## src/rtl/lfsr_sched_if.sv

```systemverilog
// Client, engine and status signals of the LFSR cipher-session scheduler.
// The slave modport is the scheduler's view; the master modport is the environment's view.
interface lfsr_sched_if #(
  parameter int unsigned LEN_W = 4
);
  logic             reqA, reqB;
  logic [7:0]       keyA, keyB;
  logic [2:0]       tapA, tapB;
  logic [LEN_W-1:0] lenA, lenB;
  logic [7:0]       dataA, dataB;
  logic             validA, validB;
  logic             readyA, readyB;
  logic             grantA, grantB;
  logic [7:0]       resA, resB;
  logic             res_validA, res_validB;
  logic             doneA, doneB;
  logic [7:0]       eng_key;
  logic [2:0]       eng_tap;
  logic             eng_start, eng_stop;
  logic [7:0]       eng_in_byte;
  logic             eng_in_en;
  logic [7:0]       eng_out_byte;
  logic             eng_out_en;
  logic             busy;

  modport slave (
    input  reqA, reqB, keyA, keyB, tapA, tapB, lenA, lenB,
           dataA, dataB, validA, validB, eng_out_byte, eng_out_en,
    output readyA, readyB, grantA, grantB, resA, resB, res_validA, res_validB,
           doneA, doneB, eng_key, eng_tap, eng_start, eng_stop,
           eng_in_byte, eng_in_en, busy
  );

  modport master (
    output reqA, reqB, keyA, keyB, tapA, tapB, lenA, lenB,
           dataA, dataB, validA, validB, eng_out_byte, eng_out_en,
    input  readyA, readyB, grantA, grantB, resA, resB, res_validA, res_validB,
           doneA, doneB, eng_key, eng_tap, eng_start, eng_stop,
           eng_in_byte, eng_in_en, busy
  );
endinterface

```

## src/rtl/lfsr_sched.sv

```systemverilog
// Two-client round-robin scheduler that owns one LFSR cipher engine per session:
// loads key/tap, streams the owner's bytes in, routes results back, signals completion.
module lfsr_sched #(
  parameter int unsigned START_CYC = 2,
  parameter int unsigned LEN_W     = 4
) (
  input  logic         clk,
  input  logic         reset,
  lfsr_sched_if.slave  bus
);
  localparam int unsigned      SC_W    = (START_CYC > 1) ? $clog2(START_CYC) : 1;
  localparam logic [SC_W-1:0]  SC_LAST = SC_W'(START_CYC - 1);

  typedef enum logic [2:0] {IDLE, LOAD, STREAM, DRAIN, DONE} state_t;

  state_t           state_q, state_d;
  logic             owner_q, owner_d;   // 0 = A, 1 = B
  logic             last_q, last_d;     // most recently granted client
  logic [7:0]       key_q, key_d;
  logic [2:0]       tap_q, tap_d;
  logic [LEN_W:0]   len_q, len_d;
  logic [LEN_W:0]   sent_q, sent_d;
  logic [LEN_W:0]   rcvd_q, rcvd_d;
  logic [SC_W-1:0]  cnt_q, cnt_d;
  logic [7:0]       in_byte_q, in_byte_d;
  logic             in_en_q, in_en_d;

  logic       any_req, win, in_session, owner_req, owner_valid;
  logic [7:0] owner_data;
  logic       ready, accept, res_hit;
  logic       gnt_a, gnt_b, start, stop, done_a, done_b;

  assign any_req     = bus.reqA | bus.reqB;
  assign win         = (bus.reqA && bus.reqB) ? ~last_q : bus.reqB;
  assign in_session  = (state_q == LOAD) || (state_q == STREAM) || (state_q == DRAIN);
  assign owner_req   = owner_q ? bus.reqB   : bus.reqA;
  assign owner_valid = owner_q ? bus.validB : bus.validA;
  assign owner_data  = owner_q ? bus.dataB  : bus.dataA;
  assign ready       = (state_q == STREAM) && owner_req && (sent_q < len_q);
  assign accept      = ready && owner_valid;
  // A dropped request silences results in the same cycle the stop is issued.
  assign res_hit     = in_session && owner_req && bus.eng_out_en;

  always_comb begin
    state_d   = state_q;
    owner_d   = owner_q;
    last_d    = last_q;
    key_d     = key_q;
    tap_d     = tap_q;
    len_d     = len_q;
    cnt_d     = cnt_q;
    sent_d    = sent_q + (LEN_W+1)'(accept);
    rcvd_d    = rcvd_q + (LEN_W+1)'(res_hit);
    in_en_d   = accept;
    in_byte_d = accept ? owner_data : '0;
    gnt_a     = 1'b0;
    gnt_b     = 1'b0;
    start     = 1'b0;
    stop      = 1'b0;
    done_a    = 1'b0;
    done_b    = 1'b0;
    unique case (state_q)
      IDLE: begin
        // Grant is shown in the arbitration cycle itself, forced low while reset is held.
        gnt_a = reset && any_req && !win;
        gnt_b = reset && any_req && win;
        if (any_req) begin
          owner_d = win;
          last_d  = win;
          key_d   = win ? bus.keyB : bus.keyA;
          tap_d   = win ? bus.tapB : bus.tapA;
          len_d   = win ? {(bus.lenB == '0), bus.lenB} : {(bus.lenA == '0), bus.lenA};
          sent_d  = '0;
          rcvd_d  = '0;
          cnt_d   = '0;
          state_d = LOAD;
        end
      end
      LOAD: begin
        if (!owner_req) begin
          stop    = 1'b1;
          state_d = IDLE;
        end else begin
          gnt_a = !owner_q;
          gnt_b = owner_q;
          start = 1'b1;
          cnt_d = cnt_q + SC_W'(1);
          if (cnt_q == SC_LAST) begin
            cnt_d   = '0;
            state_d = STREAM;
          end
        end
      end
      STREAM, DRAIN: begin
        if (!owner_req) begin
          stop    = 1'b1;
          state_d = IDLE;
        end else begin
          gnt_a = !owner_q;
          gnt_b = owner_q;
          if (rcvd_d == len_q)
            state_d = DONE;
          else if ((state_q == STREAM) && (sent_d == len_q))
            state_d = DRAIN;
        end
      end
      DONE: begin
        done_a  = !owner_q;
        done_b  = owner_q;
        stop    = 1'b1;
        state_d = IDLE;
      end
      default: state_d = IDLE;
    endcase
  end

  always_ff @(posedge clk) begin
    if (!reset) begin
      state_q   <= IDLE;
      owner_q   <= 1'b0;
      last_q    <= 1'b1;
      key_q     <= '0;
      tap_q     <= '0;
      len_q     <= '0;
      sent_q    <= '0;
      rcvd_q    <= '0;
      cnt_q     <= '0;
      in_byte_q <= '0;
      in_en_q   <= 1'b0;
    end else begin
      state_q   <= state_d;
      owner_q   <= owner_d;
      last_q    <= last_d;
      key_q     <= key_d;
      tap_q     <= tap_d;
      len_q     <= len_d;
      sent_q    <= sent_d;
      rcvd_q    <= rcvd_d;
      cnt_q     <= cnt_d;
      in_byte_q <= in_byte_d;
      in_en_q   <= in_en_d;
    end
  end

  assign bus.readyA      = ready && !owner_q;
  assign bus.readyB      = ready && owner_q;
  assign bus.grantA      = gnt_a;
  assign bus.grantB      = gnt_b;
  assign bus.res_validA  = res_hit && !owner_q;
  assign bus.res_validB  = res_hit && owner_q;
  assign bus.resA        = (res_hit && !owner_q) ? bus.eng_out_byte : '0;
  assign bus.resB        = (res_hit && owner_q)  ? bus.eng_out_byte : '0;
  assign bus.doneA       = done_a;
  assign bus.doneB       = done_b;
  assign bus.eng_key     = start ? key_q : '0;
  assign bus.eng_tap     = start ? tap_q : '0;
  assign bus.eng_start   = start;
  assign bus.eng_stop    = stop;
  assign bus.eng_in_byte = in_byte_q;
  assign bus.eng_in_en   = in_en_q;
  assign bus.busy        = (state_q != IDLE);
endmodule

```

## src/flat_wrapper.sv

```systemverilog
// flat-port wrapper written by rule: the top's interface ports become plain ports
module lfsr_sched_flat 
#(
  parameter int unsigned START_CYC = 2,
  parameter int unsigned LEN_W     = 4
)
  (clk, reset, bus_reqA, bus_reqB, bus_keyA, bus_keyB, bus_tapA, bus_tapB, bus_lenA, bus_lenB, bus_dataA, bus_dataB, bus_validA, bus_validB, bus_eng_out_byte, bus_eng_out_en, bus_readyA, bus_readyB, bus_grantA, bus_grantB, bus_resA, bus_resB, bus_res_validA, bus_res_validB, bus_doneA, bus_doneB, bus_eng_key, bus_eng_tap, bus_eng_start, bus_eng_stop, bus_eng_in_byte, bus_eng_in_en, bus_busy);
  lfsr_sched_if #(.LEN_W(LEN_W)) bus_i ();
  input  logic clk;
  input  logic reset;
  input wire logic [$bits(bus_i.reqA)-1:0] bus_reqA;
  input wire logic [$bits(bus_i.reqB)-1:0] bus_reqB;
  input wire logic [$bits(bus_i.keyA)-1:0] bus_keyA;
  input wire logic [$bits(bus_i.keyB)-1:0] bus_keyB;
  input wire logic [$bits(bus_i.tapA)-1:0] bus_tapA;
  input wire logic [$bits(bus_i.tapB)-1:0] bus_tapB;
  input wire logic [$bits(bus_i.lenA)-1:0] bus_lenA;
  input wire logic [$bits(bus_i.lenB)-1:0] bus_lenB;
  input wire logic [$bits(bus_i.dataA)-1:0] bus_dataA;
  input wire logic [$bits(bus_i.dataB)-1:0] bus_dataB;
  input wire logic [$bits(bus_i.validA)-1:0] bus_validA;
  input wire logic [$bits(bus_i.validB)-1:0] bus_validB;
  input wire logic [$bits(bus_i.eng_out_byte)-1:0] bus_eng_out_byte;
  input wire logic [$bits(bus_i.eng_out_en)-1:0] bus_eng_out_en;
  output wire logic [$bits(bus_i.readyA)-1:0] bus_readyA;
  output wire logic [$bits(bus_i.readyB)-1:0] bus_readyB;
  output wire logic [$bits(bus_i.grantA)-1:0] bus_grantA;
  output wire logic [$bits(bus_i.grantB)-1:0] bus_grantB;
  output wire logic [$bits(bus_i.resA)-1:0] bus_resA;
  output wire logic [$bits(bus_i.resB)-1:0] bus_resB;
  output wire logic [$bits(bus_i.res_validA)-1:0] bus_res_validA;
  output wire logic [$bits(bus_i.res_validB)-1:0] bus_res_validB;
  output wire logic [$bits(bus_i.doneA)-1:0] bus_doneA;
  output wire logic [$bits(bus_i.doneB)-1:0] bus_doneB;
  output wire logic [$bits(bus_i.eng_key)-1:0] bus_eng_key;
  output wire logic [$bits(bus_i.eng_tap)-1:0] bus_eng_tap;
  output wire logic [$bits(bus_i.eng_start)-1:0] bus_eng_start;
  output wire logic [$bits(bus_i.eng_stop)-1:0] bus_eng_stop;
  output wire logic [$bits(bus_i.eng_in_byte)-1:0] bus_eng_in_byte;
  output wire logic [$bits(bus_i.eng_in_en)-1:0] bus_eng_in_en;
  output wire logic [$bits(bus_i.busy)-1:0] bus_busy;
  assign bus_i.reqA = bus_reqA;
  assign bus_i.reqB = bus_reqB;
  assign bus_i.keyA = bus_keyA;
  assign bus_i.keyB = bus_keyB;
  assign bus_i.tapA = bus_tapA;
  assign bus_i.tapB = bus_tapB;
  assign bus_i.lenA = bus_lenA;
  assign bus_i.lenB = bus_lenB;
  assign bus_i.dataA = bus_dataA;
  assign bus_i.dataB = bus_dataB;
  assign bus_i.validA = bus_validA;
  assign bus_i.validB = bus_validB;
  assign bus_i.eng_out_byte = bus_eng_out_byte;
  assign bus_i.eng_out_en = bus_eng_out_en;
  assign bus_readyA = bus_i.readyA;
  assign bus_readyB = bus_i.readyB;
  assign bus_grantA = bus_i.grantA;
  assign bus_grantB = bus_i.grantB;
  assign bus_resA = bus_i.resA;
  assign bus_resB = bus_i.resB;
  assign bus_res_validA = bus_i.res_validA;
  assign bus_res_validB = bus_i.res_validB;
  assign bus_doneA = bus_i.doneA;
  assign bus_doneB = bus_i.doneB;
  assign bus_eng_key = bus_i.eng_key;
  assign bus_eng_tap = bus_i.eng_tap;
  assign bus_eng_start = bus_i.eng_start;
  assign bus_eng_stop = bus_i.eng_stop;
  assign bus_eng_in_byte = bus_i.eng_in_byte;
  assign bus_eng_in_en = bus_i.eng_in_en;
  assign bus_busy = bus_i.busy;
  lfsr_sched #(.START_CYC(START_CYC), .LEN_W(LEN_W)) u_core (.clk(clk), .reset(reset), .bus(bus_i));
endmodule
```

## config.mk

```make
export PLATFORM = sky130hd
export DESIGN_NAME = lfsr_sched_flat
export DESIGN_NICKNAME = d
export VERILOG_FILES = /design/src/rtl/lfsr_sched_if.sv /design/src/rtl/lfsr_sched.sv /design/src/flat_wrapper.sv
export SDC_FILE = /design/constraint.sdc
export NUM_CORES = 1
export LEC_CHECK = 0
export CAP_MARGIN = 40
export CORE_UTILIZATION = 39
export DETAILED_ROUTE_END_ITERATION = 10
export GPL_ROUTABILITY_DRIVEN = 1
export PLACE_DENSITY = 0.81
export SLEW_MARGIN = 10
export SYNTH_ARGS = -nofsm -noshare
export SYNTH_HDL_FRONTEND = slang
export SYNTH_SLANG_ARGS = --single-unit
```

## constraint.sdc

```tcl
create_clock -name clk -period 3.5 [get_ports clk]
set_clock_uncertainty 0.1 [all_clocks]
set_input_delay 0.525 -clock clk [delete_from_list [all_inputs] [get_ports clk]]
set_output_delay 0.525 -clock clk [all_outputs]
set_load 0.01 [all_outputs]
```

==> impl_table.tex, run 1 <==
\begin{tabular}{lr}
\hline
Metric & Value \\
\hline
\multicolumn{2}{l}{\textbf{Logic synthesis}} \\
Share of the yosys chip area belonging to registers & 34.0\% \\
Largest cells by area after synthesis & sky130\_fd\_sc\_hd\_\_dfxtp\_1, sky130\_fd\_sc\_hd\_\_and2\_1, sky130\_fd\_sc\_hd\_\_o211a\_1, sky130\_fd\_sc\_hd\_\_mux2i\_1, sky130\_fd\_sc\_hd\_\_nand2\_1 \\
Synth Net Count & 341 \\
Distinct cell type count of the synthesized netlist & 41 \\
Top-area cell type share of the netlist area & 34.0\% \\
Proportion of register bits with asynchronous set or reset after synthesis & 0\% \\
Total standard cell area after synthesis & 2420 sq um \\
Synth Instances & 272 \\
Number of flops mapped to enable cells by yosys & 0 \\
Avg Inst Size Synth & 8.88 sq um \\
Total of flip-flops plus latches after synthesis & 41 \\
Cell type with the largest total area after synthesis & sky130\_fd\_sc\_hd\_\_dfxtp\_1 \\
Warning count from the yosys run & 0 \\
Top flip-flop cell by instance count after synthesis & sky130\_fd\_sc\_hd\_\_dfxtp\_1 \\
\multicolumn{2}{l}{\textbf{STA}} \\
RSZ-0062 raised after global routing & false \\
Final critical-path required period & 3.19 ns \\
Transition time at the pin with the least slew margin & 0.424 ns \\
Total Negative Setup Slacks & 0 ns \\
Final count of hold timing violations & 0 \\
Tcrit/Tclk final & 91.1\% \\
Achievable Freq & 0.314 GHz \\
Final setup fails & 0 \\
Worst slack on hold paths & 0.394 ns \\
Fin. max-slew vios & 0 \\
Max-Slew Margin vs Limit & 71.5\% \\
\multicolumn{2}{l}{\textbf{Finish}} \\
Post-synthesis to final-layout area growth & 51.3\% \\
Number of filler instances in the final layout & 547 \\
Nets@finish & 445 \\
Fraction of layout cells with a size suffix above 1 & 8.22\% \\
Final antenna diode count & 0 \\
\multicolumn{2}{l}{\textbf{Routing}} \\
Wirelength, routed & 6.15 mm \\
Routed vias & 2,361 \\
Remaining routing DRC violations & 0 \\
Ratio of routed vias to standard cells & 5.22 \\
First-pass detailed-route iteration total & 6 \\
Average wire per cell in the routed design & 13.6 um \\
Iter 0 DRT Violations & 99 \\
ANT nets after route & 0 \\
\multicolumn{2}{l}{\textbf{GRT}} \\
Initial antenna violation count & 0 \\
Via count of the first global-routing pass & 2,146 \\
First-pass GRT wire length & 9.65 mm \\
Total GRT Usage & 19.0\% \\
Global-route congestion overflow total & 0 \\
Largest net degree at the start of global routing & 37 \\
\multicolumn{2}{l}{\textbf{Floorplan}} \\
Die Span X & 80.7 um \\
Starting density of the core & 40.6\% \\
Area enclosed by the die boundary & 6510 sq um \\
Core box area & 5960 sq um \\
Number of core rows & 28 \\
Boundary Pins & 108 \\
Die Y & 80.7 um \\
\multicolumn{2}{l}{\textbf{Critical path}} \\
Worst path max stage delay & 0.57 ns \\
Largest fanout of any net on the critical path & 11 \\
Capturing element type of the critical path & output pin \\
Required time worst endpoint & 2.87 ns \\
Critical-path cell list & clkdlybuf4s50\_1 > mux2i\_2 > nor3b\_2 > nor3b\_2 > buf\_4 > nand2\_1 > a21oi\_1 > clkdlybuf4s50\_1 \\
Data arrival time at the worst-slack endpoint & 2.56 ns \\
Type of origin of the critical path & primary input \\
Worst Setup Path Type & primary input to output pin \\
Slowest-stage cell, CP & sky130\_fd\_sc\_hd\_\_clkdlybuf4s50\_1 \\
Flop-to-flop setup slack & 0.56 ns \\
\multicolumn{2}{l}{\textbf{CTS}} \\
Clock Sink Count & 41 \\
H-Tree Level Count & 2 \\
Post-cts gate resize count & 0 \\
Number of buffers inserted during clock tree synthesis & 5 \\
Clock root buffer master & sky130\_fd\_sc\_hd\_\_clkbuf\_8 \\
Latest clock arrival within the worst-skew pair & 0.29 ns \\
Cts-stage hold buffer count & 0 \\
Deepest clock path buffer count & 2 \\
TritonCTS clock tree & done \\
Clock slew at the register clock pins of the worst setup and hold paths & 0.07 ns \\
Setup Buffers After CTS & 0 \\
\multicolumn{2}{l}{\textbf{Placement}} \\
RePlAce Congestion & 0.824 \\
Detailed-placement wirelength estimate & 4.76 mm \\
Number of I/O port buffers & 107 \\
\multicolumn{2}{l}{\textbf{Pwr}} \\
Leak Pwr & 1.58 nW \\
Pwr Density & 311 nW/um\^{}2 \\
IR Drop Worst-Case VDD & 196 uV \\
\multicolumn{2}{l}{\textbf{Run}} \\
Maximum Capacitance Violations & 0 \\
\multicolumn{2}{l}{\textbf{Outcome}} \\
Status & complete, no violations \\
\multicolumn{2}{l}{\textbf{Hold path}} \\
Worst Hold Class & register to register \\
\hline
\end{tabular}
-- cell usage in the layout, fill, tap and decap left out, drive strengths merged, types with 7 or more instances in the layout --
master / netlist / final
a21oi: 15 / 15
and2: 27 / 27
buf: 9 / 8
clkbuf: 9 / 7
clkdlybuf4s50: 0 / 107
dfxtp: 41 / 41
ha: 8 / 8
mux2: 9 / 9
mux2i: 16 / 16
nand2: 28 / 28
nand3: 9 / 9
nand4: 8 / 8
nor2: 13 / 13
o211a: 16 / 16
xnor2: 11 / 11
xor2: 8 / 8
-- cell usage after synthesis, types with 2 or more instances --
cell type / instances
sky130_fd_sc_hd__dfxtp_1: 41
sky130_fd_sc_hd__nand2_1: 28
sky130_fd_sc_hd__and2_1: 27
sky130_fd_sc_hd__o211a_1: 16
sky130_fd_sc_hd__a21oi_1: 15
sky130_fd_sc_hd__mux2i_1: 15
sky130_fd_sc_hd__nor2_1: 12
sky130_fd_sc_hd__xnor2_1: 11
sky130_fd_sc_hd__clkbuf_1: 9
sky130_fd_sc_hd__mux2_2: 9
sky130_fd_sc_hd__nand3_1: 9
sky130_fd_sc_hd__ha_1: 8
sky130_fd_sc_hd__nand4_1: 8
sky130_fd_sc_hd__xor2_1: 8
sky130_fd_sc_hd__buf_2: 6
sky130_fd_sc_hd__and3_1: 5
sky130_fd_sc_hd__inv_1: 5
sky130_fd_sc_hd__a21o_1: 4
sky130_fd_sc_hd__o21ai_0: 4
sky130_fd_sc_hd__nand2b_1: 3
sky130_fd_sc_hd__nor4_1: 3
sky130_fd_sc_hd__a21boi_1: 2
sky130_fd_sc_hd__buf_4: 2
sky130_fd_sc_hd__nor2b_1: 2
sky130_fd_sc_hd__nor3b_2: 2
sky130_fd_sc_hd__o31ai_1: 2
sky130_fd_sc_hd__or2_1: 2
-- critical path: cells and delay by family --
family                 cells  cell delay, ns
AND/OR/NAND/NOR            3            0.52
multiplexers               1            0.11
buffers and inverters      3            1.29
AO/OA/AOI/OAI              1            0.12
-- cells by family (layout without fill, tap and decap cells) --
family | Yosys count | count (layout) | share of synthesized area (%)
flops | 41 | 41 | 34.0
buf+inv | 23 | 128 | 4.51
fa+ha+maj | 8 | 8 | 4.14
compound gates | 47 | 47 | 14.4
xor+xnor | 20 | 20 | 7.82
mux | 25 | 25 | 11.0
simple gates | 108 | 108 | 24.2
-- cell type report --
| type | instances | area (sq um) | area share, % |
|---|---|---|---|
| Clock buffer | 7 | 96.3 | 2.64 |
| Clock inverter | 1 | 5.00 | 0.137 |
| Inverter | 5 | 18.8 | 0.513 |
| Multi-Input combinational cell | 208 | 1490 | 40.8 |
| Sequential cell | 41 | 821 | 22.5 |
| Tap cell | 75 | 93.8 | 2.57 |
| Timing Repair Buffer | 115 | 1130 | 30.9 |
-- per-stage QoR --
| step | utilization, % | instances | power (mW) | setup slack (ns) | cell area [sq um] |
|---|---|---|---|---|---|
| 2_1_floorplan | - | 272 | 0.679 | 0.794 | 2420 |
| 3_5_place_dp | 59.7 | 444 | 0.811 | 0.321 | 3550 |
| 3_3_place_gp | 59.7 | 444 | 0.804 | 0.364 | 3550 |
| 6_report | 61.4 | 452 | 1.14 | 0.312 | 3660 |
| 5_1_grt | 61.4 | 452 | 1.19 | 0.185 | 3660 |
| 4_1_cts | 61.4 | 452 | 1.15 | 0.309 | 3660 |
-- worst paths after layout --
check	startpoint	endpoint	cells after the start
max	bus_reqA	bus_readyB	8
min	u_core.key_q[7]$_SDFFE_PN0P_	u_core.key_q[7]$_SDFFE_PN0P_	1
max reg2reg	u_core.len_q[1]$_SDFFE_PN0P_	u_core.state_q[0]$_SDFFE_PN0P_	13
min reg2reg	u_core.key_q[7]$_SDFFE_PN0P_	u_core.key_q[7]$_SDFFE_PN0P_	1
-- flip-flops by register name, summed over array words and instances (netlist names) --
register,cells
u_core.key_q,8
u_core.len_q,5
u_core.cnt_q,1
u_core.sent_q,5
u_core.rcvd_q,5
u_core.tap_q,3
u_core.owner_q,1
u_core.state_q,3
u_core.bus.eng_in_byte,8
u_core.last_q,1
u_core.bus.eng_in_en,1
-- where the power goes --
group / switching, mW / internal (mW)
logic: 0.123 / 0.163
registers: 0.0219 / 0.491
clock network: 0.161 / 0.178
-- routing by layer --
layer / part of all wire, % / global-route usage, %
met1: 41 / 21.8
met4: 1.8 / 6.43
met3: 7.8 / 5.45
met5: 0 / 0
met2: 49 / 33.5
Note: power is estimated with default switching activity, not from simulation.
==> run 2: changes to the inputs <==
Settings changed: CTS_CLUSTER_SIZE set to 24.
==> results of run 2 <==
The final DEF is identical to that of run 1; final timing and power are the same.
==> run 3: changes to the inputs <==
Settings changed: CORE_UTILIZATION 39 to 41, PLACE_DENSITY 0.81 to 0.84.
==> run 3 against run 2 <==
Die area is 4.8% lower. Count of clock-buffer cells in the layout down 1. Sequential power is essentially flat. First-iteration DRC count rose by 22%. Global-route usage up 1.2 points. Flip-flop and latch count did not move. Hold slack gained 0.0052 ns. Combinational power about the same. Largest power group unchanged. Highest routed layer unchanged.
==> impl_table.tex, run 3 (same netlist as run 1, synthesis figures left out) <==
\begin{tabular}{lr}
\hline
Metric & Value \\
\hline
\multicolumn{2}{l}{\textbf{Critical path}} \\
Worst Setup Path Type & primary input to output pin \\
Required time worst endpoint & 2.87 ns (about the same) \\
Capturing element type of the critical path & output pin \\
Data arrival time at the worst-slack endpoint & 2.53 ns (-0.03 ns) \\
Type of origin of the critical path & primary input \\
Largest fanout of any net on the critical path & 11 (unchanged) \\
\multicolumn{2}{l}{\textbf{Floorplan}} \\
Die Span X & 78.8 um (-2.4\%) \\
Core box area & 5610 sq um (-5.8\%) \\
Number of core rows & 27 (-3.6\%) \\
Starting density of the core & 43.1\% (+2.5 points) \\
Boundary Pins & 108 (unchanged) \\
Area enclosed by the die boundary & 6200 sq um (-4.8\%) \\
Die Y & 78.8 um (-2.4\%) \\
\multicolumn{2}{l}{\textbf{GRT}} \\
First-pass GRT wire length & 10.0 mm (+4.0\%) \\
Initial antenna violation count & 0 (unchanged) \\
Largest net degree at the start of global routing & 36 (-2.7\%) \\
Global-route congestion overflow total & 0 (unchanged) \\
Total GRT Usage & 20.1\% (+1.2 points) \\
Via count of the first global-routing pass & 2,185 (+1.8\%) \\
\multicolumn{2}{l}{\textbf{Routing}} \\
Ratio of routed vias to standard cells & 5.11 (-2.1\%) \\
Average wire per cell in the routed design & 13.4 um (-1.1\%) \\
Routed vias & 2,295 (-2.8\%) \\
First-pass detailed-route iteration total & 4 (-2) \\
Wirelength, routed & 6.04 mm (-1.7\%) \\
Remaining routing DRC violations & 0 (unchanged) \\
ANT nets after route & 0 (unchanged) \\
Iter 0 DRT Violations & 121 (+22\%) \\
\multicolumn{2}{l}{\textbf{Placement}} \\
Number of I/O port buffers & 107 (unchanged) \\
Detailed-placement wirelength estimate & 4.63 mm (-2.7\%) \\
RePlAce Congestion & 0.856 (+3.9\%) \\
\multicolumn{2}{l}{\textbf{CTS}} \\
TritonCTS clock tree & done \\
Deepest clock path buffer count & 2 (unchanged) \\
Latest clock arrival within the worst-skew pair & 0.29 ns (about the same) \\
Number of buffers inserted during clock tree synthesis & 5 (unchanged) \\
H-Tree Level Count & 2 (unchanged) \\
Clock Sink Count & 41 (unchanged) \\
Setup Buffers After CTS & 0 (unchanged) \\
Clock slew at the register clock pins of the worst setup and hold paths & 0.08 ns (about the same) \\
Cts-stage hold buffer count & 0 (unchanged) \\
Clock root buffer master & sky130\_fd\_sc\_hd\_\_clkbuf\_8 \\
Post-cts gate resize count & 0 (unchanged) \\
\multicolumn{2}{l}{\textbf{STA}} \\
Max-Slew Margin vs Limit & 69.0\% (-2.5 points) \\
Final critical-path required period & 3.15 ns (-0.0331 ns) \\
Tcrit/Tclk final & 90.1\% (-0.95 points) \\
Final setup fails & 0 (unchanged) \\
Total Negative Setup Slacks & 0 ns (unchanged) \\
Final count of hold timing violations & 0 (unchanged) \\
Fin. max-slew vios & 0 (unchanged) \\
Achievable Freq & 0.317 GHz (+1.1\%) \\
Transition time at the pin with the least slew margin & 0.465 ns (+0.0402 ns) \\
RSZ-0062 raised after global routing & false \\
\multicolumn{2}{l}{\textbf{Pwr}} \\
Leak Pwr & 1.57 nW (-0.59\%) \\
Pwr Density & 301 nW/um\^{}2 (-3.4\%) \\
IR Drop Worst-Case VDD & 184 uV (-6.1\%) \\
PnR Total Power & 1.09 mW (-4.0\%) \\
\multicolumn{2}{l}{\textbf{Finish}} \\
Post-synthesis to final-layout area growth & 50.4\% \\
Most frequent cells in the layout & sky130\_fd\_sc\_hd\_\_clkdlybuf4s50\_1, sky130\_fd\_sc\_hd\_\_dfxtp\_1, sky130\_fd\_sc\_hd\_\_nand2\_1 \\
Final antenna diode count & 0 (unchanged) \\
Leading cell type in the layout, fill and taps excluded & sky130\_fd\_sc\_hd\_\_clkdlybuf4s50\_1 \\
Fraction of layout cells with a size suffix above 1 & 7.96\% (-0.27 points) \\
Nets@finish & 445 (unchanged) \\
\multicolumn{2}{l}{\textbf{Hold path}} \\
Worst Hold Class & register to register \\
\multicolumn{2}{l}{\textbf{Run}} \\
Maximum Capacitance Violations & 0 (unchanged) \\
\multicolumn{2}{l}{\textbf{Outcome}} \\
Status & complete, no violations \\
\hline
\end{tabular}
==> run 3: cell count changes in the layout (fill, tap and decap cells not counted), sizes merged <==
| cell | delta |
|---|---|
| clkbuf | -1 |
| clkinv | +1 |
==> run 3: routing by layer <==
layer	track usage, %	wire (um)	up-vias
li1	-	-	1159
met1	24.1	2580	1047
met2	35.8	2990	83
met3	4.83	407	6
met4	5.00	60	0
met5	0	0	-
==> run 3: final timing paths <==
check | from | slack [ns] | end | cells after the start
worst min-delay path | u_core.key_q[1]$_SDFFE_PN0P_ | 0.40 | u_core.key_q[1]$_SDFFE_PN0P_ | 1
worst min register to register | u_core.key_q[1]$_SDFFE_PN0P_ | 0.40 | u_core.key_q[1]$_SDFFE_PN0P_ | 1
worst max register to register | u_core.len_q[1]$_SDFFE_PN0P_ | 0.58 | u_core.state_q[0]$_SDFFE_PN0P_ | 13
worst max-delay path | bus_reqB | 0.35 | bus_readyB | 8
==> run 3: through the flow <==
step                      area (sq um)  setup slack [ns]  util, %  std cells  hold slack [ns]
after global routing              3630             0.158     64.8        449            0.413
after global placement            3550             0.381     63.3        441            0.371
after detailed placement          3550             0.348     63.3        441            0.378
final                             3630             0.346     64.8        449            0.399
after CTS                         3630             0.341     64.8        449            0.401
after floorplan                   2420             0.794        -        272            0.354
==> run 3: final cells by class <==
cell class / instances / area, sq um
Sequential cell: 41 / 821
Multi-Input combinational cell: 208 / 1490
Clock inverter: 2 / 10.0
Fill cell: 486 / 1970
Tap cell: 72 / 90.1
Inverter: 5 / 18.8
Timing Repair Buffer: 115 / 1130
Clock buffer: 6 / 72.6
==> run 3: power by group <==
part / internal (mW) / leakage [nW] / switching (mW)
logic: 0.163 / 1.19 / 0.121
clock network: 0.138 / 0.0450 / 0.156
registers: 0.491 / 0.335 / 0.0228
==> run 3: worst max-delay path, stage by stage <==
cell and delay [ns]:
sky130_fd_sc_hd__clkdlybuf4s50_1 0.50, sky130_fd_sc_hd__mux2i_2 0.11, sky130_fd_sc_hd__nor3b_2 0.24, sky130_fd_sc_hd__nor3b_2 0.23
sky130_fd_sc_hd__buf_4 0.20, sky130_fd_sc_hd__nand2_1 0.07, sky130_fd_sc_hd__a21oi_1 0.11, sky130_fd_sc_hd__clkdlybuf4s50_1 0.54
